### config.mk
export PLATFORM = sky130hd
export DESIGN_NAME = pratica_6_sequencer
export DESIGN_NICKNAME = d
export VERILOG_FILES = /design/src/rtl/pratica_6_sequencer.sv
export SDC_FILE = /design/constraint.sdc
export NUM_CORES = 1
export LEC_CHECK = 0
export CELL_PAD_IN_SITES_DETAIL_PLACEMENT = 0
export CELL_PAD_IN_SITES_GLOBAL_PLACEMENT = 1
export CORE_ASPECT_RATIO = 0.75
export CORE_MARGIN = 2
export CORE_UTILIZATION = 38
export CTS_BUF_LIST = sky130_fd_sc_hd__clkbuf_16
export DETAILED_ROUTE_END_ITERATION = 10
export PLACE_DENSITY = 0.74
export SLEW_MARGIN = 20
export SYNTH_ARGS = -nofsm -noshare
export SYNTH_HDL_FRONTEND = slang
export SYNTH_SLANG_ARGS = --single-unit
### constraint.sdc
create_clock -name i_clk -period 2.63 [get_ports i_clk]
set_clock_uncertainty 0.05 [all_clocks]
set_input_delay 0.526 -clock i_clk [delete_from_list [all_inputs] [get_ports i_clk]]
set_output_delay 0.526 -clock i_clk [all_outputs]
set_load 0.005 [all_outputs]
### src/rtl/pratica_6_sequencer.sv
// -----------------------------------------------------------------------------
// pratica_6_sequencer
// Self-test controller for the practice-6 datapath. When started, it drives
// every input vector {M1,M2,M3,M4} from 0 to 15 in order. Each vector is held
// for DWELL_CYCLES cycles, and then the datapath response is sampled in a
// single cycle. Each response is compared with the golden nibble for that
// vector. At the end of the sweep the block reports the error count, the
// first failing vector and a pass flag.
//
// Ports
//   i_clk            system clock, rising edge
//   i_rst_n          synchronous active-low reset
//   i_start          level; accepted only in IDLE or DONE
//   i_abort          level; returns to IDLE, has priority over i_start
//   o_m_out[3:0]     datapath inputs {M1,M2,M3,M4}, M1 = bit 3
//   i_s_in[3:0]      datapath outputs {S1,S2,S3,S4}, S1 = bit 3
//   o_busy           sweep in progress
//   o_sample_strobe  one-cycle pulse during each SAMPLE cycle
//   o_done           sweep finished, results valid
//   o_pass           err_count == 0 (meaningful while o_done)
//   o_err_count[4:0] number of mismatching vectors, 0..16
//   o_fail_vec[3:0]  first mismatching vector
//   o_fail_valid     o_fail_vec holds a captured value
// -----------------------------------------------------------------------------
module pratica_6_sequencer #(
    parameter int          DWELL_CYCLES = 10,
    parameter logic [63:0] EXPECTED     = 64'hFEDC_BA98_7654_3210
) (
    input  logic       i_clk,
    input  logic       i_rst_n,
    input  logic       i_start,
    input  logic       i_abort,
    output logic [3:0] o_m_out,
    input  logic [3:0] i_s_in,
    output logic       o_busy,
    output logic       o_sample_strobe,
    output logic       o_done,
    output logic       o_pass,
    output logic [4:0] o_err_count,
    output logic [3:0] o_fail_vec,
    output logic       o_fail_valid
);

    localparam int             DW         = $clog2(DWELL_CYCLES + 1);
    localparam logic [DW-1:0] DWELL_LAST = DW'(DWELL_CYCLES - 1);

    typedef enum logic [1:0] {ST_IDLE, ST_WAIT, ST_SAMPLE, ST_DONE} state_t;

    state_t        r_state, w_state_nx;
    logic [3:0]    r_vec, w_vec_nx;
    logic [DW-1:0] r_dwell, w_dwell_nx;
    logic [4:0]    r_err, w_err_nx;
    logic [3:0]    r_fail_vec, w_fail_vec_nx;
    logic          r_fail_valid, w_fail_valid_nx;
    logic [3:0]    r_m_out, w_m_out_nx;
    logic          r_busy, w_busy_nx;
    logic          r_strobe, w_strobe_nx;
    logic          r_done, w_done_nx;
    logic          r_pass, w_pass_nx;

    logic w_accept;
    logic w_mismatch;

    assign w_accept   = i_start && !i_abort && (r_state == ST_IDLE || r_state == ST_DONE);
    assign w_mismatch = (i_s_in != EXPECTED[{r_vec, 2'b00} +: 4]);

    // State and all registered outputs.
    always_ff @(posedge i_clk) begin
        if (!i_rst_n) begin
            r_state      <= ST_IDLE;
            r_vec        <= '0;
            r_dwell      <= '0;
            r_err        <= '0;
            r_fail_vec   <= '0;
            r_fail_valid <= 1'b0;
            r_m_out      <= '0;
            r_busy       <= 1'b0;
            r_strobe     <= 1'b0;
            r_done       <= 1'b0;
            r_pass       <= 1'b0;
        end else begin
            r_state      <= w_state_nx;
            r_vec        <= w_vec_nx;
            r_dwell      <= w_dwell_nx;
            r_err        <= w_err_nx;
            r_fail_vec   <= w_fail_vec_nx;
            r_fail_valid <= w_fail_valid_nx;
            r_m_out      <= w_m_out_nx;
            r_busy       <= w_busy_nx;
            r_strobe     <= w_strobe_nx;
            r_done       <= w_done_nx;
            r_pass       <= w_pass_nx;
        end
    end

    // Next-state logic. Abort overrides everything else.
    always_comb begin
        w_state_nx = r_state;
        if (i_abort) begin
            w_state_nx = ST_IDLE;
        end else begin
            case (r_state)
                ST_IDLE, ST_DONE: if (i_start) w_state_nx = ST_WAIT;
                ST_WAIT:          if (r_dwell == DWELL_LAST) w_state_nx = ST_SAMPLE;
                ST_SAMPLE:        w_state_nx = (r_vec == 4'hF) ? ST_DONE : ST_WAIT;
                default:          w_state_nx = ST_IDLE;
            endcase
        end
    end

    // Output logic. This block computes the next value of every register
    // except the state. The output flags are decoded from the next state, so
    // they change on the same edge as the state they describe.
    always_comb begin
        w_vec_nx        = r_vec;
        w_dwell_nx      = r_dwell;
        w_err_nx        = r_err;
        w_fail_vec_nx   = r_fail_vec;
        w_fail_valid_nx = r_fail_valid;
        if (w_accept) begin
            w_vec_nx        = '0;
            w_dwell_nx      = '0;
            w_err_nx        = '0;
            w_fail_vec_nx   = '0;
            w_fail_valid_nx = 1'b0;
        end else if (i_abort) begin
            // Results are held; only the sweep position is cleared.
            w_vec_nx   = '0;
            w_dwell_nx = '0;
        end else begin
            case (r_state)
                ST_WAIT: w_dwell_nx = r_dwell + 1'b1;
                ST_SAMPLE: begin
                    if (w_mismatch) begin
                        w_err_nx = r_err + 5'd1;
                        if (!r_fail_valid) begin
                            w_fail_vec_nx   = r_vec;
                            w_fail_valid_nx = 1'b1;
                        end
                    end
                    if (r_vec != 4'hF) begin
                        w_vec_nx   = r_vec + 4'd1;
                        w_dwell_nx = '0;
                    end
                end
                default: ;
            endcase
        end

        w_busy_nx   = (w_state_nx == ST_WAIT) || (w_state_nx == ST_SAMPLE);
        w_strobe_nx = (w_state_nx == ST_SAMPLE);
        w_done_nx   = (w_state_nx == ST_DONE);
        // pass includes the final vector-15 comparison because it uses w_err_nx.
        w_pass_nx   = w_done_nx && (w_err_nx == 5'd0);
        w_m_out_nx  = w_busy_nx ? w_vec_nx : 4'h0;
    end

    assign o_m_out         = r_m_out;
    assign o_busy          = r_busy;
    assign o_sample_strobe = r_strobe;
    assign o_done          = r_done;
    assign o_pass          = r_pass;
    assign o_err_count     = r_err;
    assign o_fail_vec      = r_fail_vec;
    assign o_fail_valid    = r_fail_valid;

endmodule

==> run_results.csv, run 1 <==
group,metric,value,unit
status,status,"complete, no violations",
route,routedWlPerCell,12.62,um
placed_design,place_inst,204,
clock_network,ctsHoldBuffers,0,
critical_path,arrival,2380,ps
placed_design,io_buffers,25,
critical_path,critPathLaunchType,"register",
die,die_x,72.06,um
sta,slew_headroom,75.87,%
clock_network,cts-buffers-inserted,3,
placed_design,hpwl,1966,um
route,num_vias,1008,
synthesis,synthArstFlopShare,0,%
die,row_count,18,
sta,slew_viol_final,0,
route,postRouteAntennaNets,0,
layout,utilization,51.97,%
worst_hold_path,hp-start,"r_dwell[3]",
power,power_density,535.1,nW/um^2
critical_path,ff2ff_setup_slack,370,ps
die,die_height,55.04,um
power,p_leak,0.6257,nW
sta,setup_viol,0,
global_route,antenna_found_initial,0,
route,vias_per_cell,4.846,
layout,fin_cells,208,
global_route,grt_util_all_layers,14.91,%
critical_path,slowest_delay,440,ps
layout,drive_above_1_share,8.333,%
layout,fillers,308,
critical_path,crit_chain,"ha_1, nand4_1, a21oi_1, o21ai_1, nor3b_1, ha_1, nor4_1",
clock_network,htreeDepth,1,
global_route,grt-ovfl-total,0,
worst_hold_path,hold_class,"register to register",
synthesis,syn-num-nets,155,
critical_path,cpMostUsedCell,"ha_1",
route,drt_iter0_drc,29,
clock_network,clock_latency,260,ps
route,drc_errors,0,
critical_path,crit_start,"r_vec[0]",
critical_path,ff2ff_path_depth,7,
global_route,grt_max_degree,17,
synthesis,ys.flop_type,"dfxtp_1",
critical_path,timing.rr.end,"o_m_out[2]",
die,start_util,39.87,%
power,irDropWorstVdd,0.3207,mV
critical_path,crit_fanout,5,
synthesis,syn_avg_cell_area,9.497,um^2
synthesis,ys_ff_latch,28,
layout,syn2layout_area_growth,30.33,%
power,power.total,0.9206,mW
synthesis,yosysSeqAreaShare,42.46,%
layout,n_antenna_cell,0,
sta,rsz0062_at_grt,"false",
sta,finalCriticalPeriod,2261,ps
synthesis,ys_warn_count,0,
critical_path,crit_path_end,"o_m_out[2]",
clock_network,cts_tree,"yes",
die,dieArea,3966,um^2
synthesis,synth.distinct_cells,33,
sta,tightest_slew,359.7,ps
clock_network,cts.reportedPaths.clkPinSlew,70,ps
sta,fin_crit_sh,85.96,%
critical_path,r2r_start,"r_vec[0]",
sta,finalHoldViolations,0,
critical_path,cp.required,2750,ps
layout,fin_nets,185,
sta,fmax,442.3,MHz
placed_design,post_dp_cell_area,1615,um^2
die,core-area,3311,um^2
route,drt_wl_total,2625,um
synthesis,syn-instance-count,139,
worst_hold_path,hold_path_depth,2,
sta,fin_tns_setup,0,ps
global_route,grt_pass1_wl,4367,um
layout,postLayoutCellArea,1720,um^2
clock_network,cts.sinks,28,
placed_design,place.gp.congestion,0.7320,
clock_network,cts_root_buf,"clkbuf_16",
critical_path,cp_slowest_cell,"dfxtp_1",
global_route,grt_pass1_vias,953,
critical_path,crit_path_end_kind,"register",
synthesis,synthesis.area,1320,um^2
clock_network,post_cts_buffers,0,
route,drt_first_pass_iters,4,
flow_run,max_cap_viol_count,0,
clock_network,cts_buffer_depth,2,
clock_network,cts_resized,0,
synthesis,synth_edf_count,0,
critical_path,crit_type,"register to register",
die,io_pins,26,
-- cells by family (layout without fill, tap and decap cells) --
| family | count (synthesis) | count (layout) | share of synthesized area (%) |
|---|---|---|---|
| AND/OR/NAND/NOR | 61 | 61 | 23.70 |
| adder cells (fa/ha/maj) | 8 | 8 | 7.583 |
| buffers and inverters | 9 | 38 | 4.359 |
| AO/OA/AOI/OAI | 16 | 16 | 8.342 |
| XOR/XNOR | 11 | 11 | 9.005 |
| multiplexers | 6 | 6 | 4.550 |
| flip-flops | 28 | 28 | 42.46 |
-- cells in the final DEF, fill, tap and decap left out, types with 4 or more instances in the layout --
master,netlist,routed
dfxtp_1,28,28
clkdlybuf4s50_1,0,25
nor2_1,23,23
ha_1,8,8
mux2i_1,6,6
nor2b_1,6,6
a21oi_1,5,5
nand2_1,5,5
nor3_1,5,5
xnor2_1,5,5
buf_4,0,5
inv_1,4,4
nand3_1,4,4
and2_1,4,4
-- where the power goes --
group | leakage [nW] | internal [mW] | switching [mW]
combinational | 0.349 | 0.0228 | 0.0241
clock | 0.0511 | 0.303 | 0.143
sequential | 0.226 | 0.426 | 0.00177
total | 0.626 | 0.752 | 0.169
-- per-layer routing --
layer	GRT usage [%]	routed length (um)	vias up
met5	0	0	-
met4	4.717	30	0
met3	4.710	110	4
met2	25.00	1169	21
met1	18.64	1315	444
li1	-	-	539
-- metrics by stage --
step / hold slack, ps / setup slack, ps
6_report: 454.6 / 369.1
5_1_grt: 479.7 / 43.24
4_1_cts: 457.0 / 345.3
3_5_place_dp: 434.0 / 241.3
3_3_place_gp: 434.5 / 282.1
2_1_floorplan: 413.1 / 726.5
-- state kept, by name, summed over array words and instances, names as in the netlist --
register         cells
o_busy               1
o_sample_strobe      1
r_state              2
r_dwell              4
r_vec                4
o_pass               1
o_err_count          5
o_fail_valid         1
o_done               1
o_fail_vec           4
o_m_out              4
-- critical path, delay by kind of cell, from the launching register on --
kind / cells / cell delay [ps]
simple gates: 3 / 760
fa+ha+maj: 2 / 650
compound gates: 2 / 270
flops: 1 / 440
-- area by class of cell --
| cell class | count | area (um^2) | area share, % |
|---|---|---|---|
| Sequential cell | 28 | 560.5 | 32.58 |
| Clock buffer | 3 | 75.07 | 4.364 |
| Multi-Input combinational cell | 102 | 701.9 | 40.80 |
| Inverter | 4 | 15.01 | 0.8727 |
| Clock inverter | 1 | 30.03 | 1.745 |
| Tap cell | 40 | 50.05 | 2.909 |
| Timing Repair Buffer | 30 | 287.8 | 16.73 |
-- synth_stat cells (3+ instances only) --
master	n	area share, %
nand4_1	3	1.4
and2_1	4	1.9
nor2_1	23	6.5
inv_1	4	1.1
ha_1	8	7.6
nand2_1	5	1.4
nand3_1	4	1.5
mux2i_1	6	4.5
a21oi_1	5	1.9
dfxtp_1	28	42
o21ai_1	3	1.1
xnor2_1	5	3.3
buf_6	3	2.6
a211oi_1	3	1.7
xor2_1	3	2.0
nor2b_1	6	2.8
nor3_1	5	1.9
-- worst min-delay path by stage --
stage / slack, ps / endpoint
4_1_cts: 460 / r_dwell[3]
3_3_place_gp: 430 / r_dwell[3]
5_1_grt: 480 / o_fail_vec[1]
2_1_floorplan: 410 / r_dwell[3]
6_report: 450 / r_dwell[3]
3_5_place_dp: 430 / o_fail_vec[1]
Note: power is estimated with default switching activity, not from simulation.
==> inputs of run 2 (changes only) <==
--- a/config.mk
+++ b/config.mk
@@ -12,7 +12,7 @@
 export CORE_UTILIZATION = 38
 export CTS_BUF_LIST = sky130_fd_sc_hd__clkbuf_16
 export DETAILED_ROUTE_END_ITERATION = 10
-export PLACE_DENSITY = 0.74
+export PLACE_DENSITY = 0.85
 export SLEW_MARGIN = 20
 export SYNTH_ARGS = -nofsm -noshare
 export SYNTH_HDL_FRONTEND = slang
==> run 2 against run 1 <==
Effect of this change: register-to-register slack got worse by 40 ps; die area is the same; via count grew 5.7%; global-route usage up 0.33 points; highest routed layer unchanged; worst setup slack worse by 39 ps; clock-buffer cell count is the same; design area decreased by 0.44%; sequential share of layout area is 0.14 points higher; flip-flop and latch count stayed put; clock power about the same; first-iteration DRC count rose to 2.7 times the previous value.
==> run_results.csv, run 2 (synthesized netlist as in run 1, its figures left out) <==
group,metric,value,unit
status,status,"complete, no violations",
sta,rsz0062_at_grt,"false",
layout,largest_register_ffs,5,
route,drt_wl_total,2680,um
route,drt_first_pass_iters,4,
sta,fmax,434.8,MHz
global_route,grt-ovfl-total,0,
route,vias_per_cell,5.145,
sta,fin_crit_sh,87.45,%
sta,finalCriticalPeriod,2300,ps
global_route,antenna_found_initial,0,
global_route,grt_pass1_wl,4533,um
route,postRouteAntennaNets,0,
die,dieArea,3966,um^2
worst_hold_path,hold_class,"register to register",
die,die_x,72.06,um
clock_network,htreeDepth,1,
placed_design,place.gp.congestion,0.7895,
sta,setup_viol,0,
power,power_density,538.9,nW/um^2
sta,finalHoldViolations,0,
global_route,grt_pass1_vias,980,
clock_network,cts_root_buf,"clkbuf_16",
critical_path,crit_fanout,5,
global_route,grt_util_all_layers,15.24,%
clock_network,clock_latency,260,ps
die,die_height,55.04,um
placed_design,io_buffers,25,
clock_network,ctsHoldBuffers,0,
route,num_vias,1065,
critical_path,ff2ff_path_depth,7,
sta,tightest_slew,432.8,ps
critical_path,arrival,2420,ps
die,row_count,18,
die,core-area,3311,um^2
layout,fin_nets,184,
clock_network,cts_tree,"yes",
critical_path,cp.required,2750,ps
critical_path,critPathLaunchType,"register",
worst_hold_path,hold_path_depth,2,
clock_network,cts.reportedPaths.clkPinSlew,70,ps
critical_path,crit_path_end_kind,"register",
global_route,grt_max_degree,17,
clock_network,cts.sinks,28,
power,p_leak,0.6202,nW
clock_network,cts_buffer_depth,2,
layout,syn2layout_area_growth,29.76,%
clock_network,cts_resized,0,
layout,final_common_cell,"dfxtp_1",
layout,fillers,299,
die,io_pins,26,
sta,slew_headroom,71.15,%
flow_run,max_cap_viol_count,0,
route,drc_errors,0,
sta,slew_viol_final,0,
critical_path,crit_type,"register to register",
layout,n_antenna_cell,0,
clock_network,cts-buffers-inserted,3,
die,start_util,39.87,%
route,drt_iter0_drc,77,
clock_network,post_cts_buffers,0,
power,power.total,0.9230,mW
layout,drive_above_1_share,7.784,%
placed_design,hpwl,1962,um
route,routedWlPerCell,12.95,um
sta,fin_tns_setup,0,ps
layout,final_cell_mix,"28 x dfxtp_1, 25 x clkdlybuf4s50_1, 23 x nor2_1, 8 x ha_1",
power,irDropWorstVdd,0.3647,mV
-- run 2: cell types whose count changed in the layout (fill, tap and decap cells not counted), sizes merged --
cell | previous run | this run
buf | 5 | 4
-- run 2: per-stage QoR --
stage / instances / setup slack [ps] / hold slack, ps / utilization, % / area, um^2
3_5_place_dp: 203 / 253.5 / 437.0 / 48.56 / 1608
6_report: 207 / 330.1 / 457.7 / 51.74 / 1713
5_1_grt: 207 / 92.78 / 496.3 / 51.74 / 1713
2_1_floorplan: 139 / 726.5 / 413.1 / - / 1320
3_3_place_gp: 203 / 290.0 / 423.4 / 48.56 / 1608
4_1_cts: 207 / 353.5 / 449.7 / 51.74 / 1713
-- run 2: worst paths after layout --
path,slack [ps],startpoint,endpoint
setup / recovery,330,r_vec[0],o_m_out[2]
setup reg to reg,330,r_vec[0],o_m_out[2]
hold reg to reg,460,r_dwell[3],r_dwell[3]
hold / removal,460,r_dwell[3],r_dwell[3]
-- run 2: power by group --
group          switching (mW)  total [mW]  internal, mW
registers             0.00149       0.427         0.426
clock network           0.144       0.447         0.303
logic                  0.0254      0.0483        0.0228
-- run 2: final cells by class --
class | count | area, um^2 | area share, %
Tap cell | 40 | 50.05 | 2.922
Timing Repair Buffer | 29 | 280.3 | 16.36
Inverter | 4 | 15.01 | 0.8766
Multi-Input combinational cell | 102 | 701.9 | 40.98
Clock inverter | 1 | 30.03 | 1.753
Clock buffer | 3 | 75.07 | 4.383
Sequential cell | 28 | 560.5 | 32.72
-- run 2: worst max-delay path: stages (launching register included) --
cell     delay, ps
dfxtp_1        430
ha_1           270
nand4_1        160
a21oi_1        210
o21ai_1        100
nor3b_1        320
ha_1           380
nor4_1         280
-- run 2: routing by layer --
layer	part of all wire (%)	wire, um	vias up	GRT usage, %
met5	0	0	-	0
met4	0.67	18	0	3.774
met3	5.1	136	4	4.348
met2	44	1187	28	23.92
met1	50	1338	498	20.88
li1	-	-	535	-
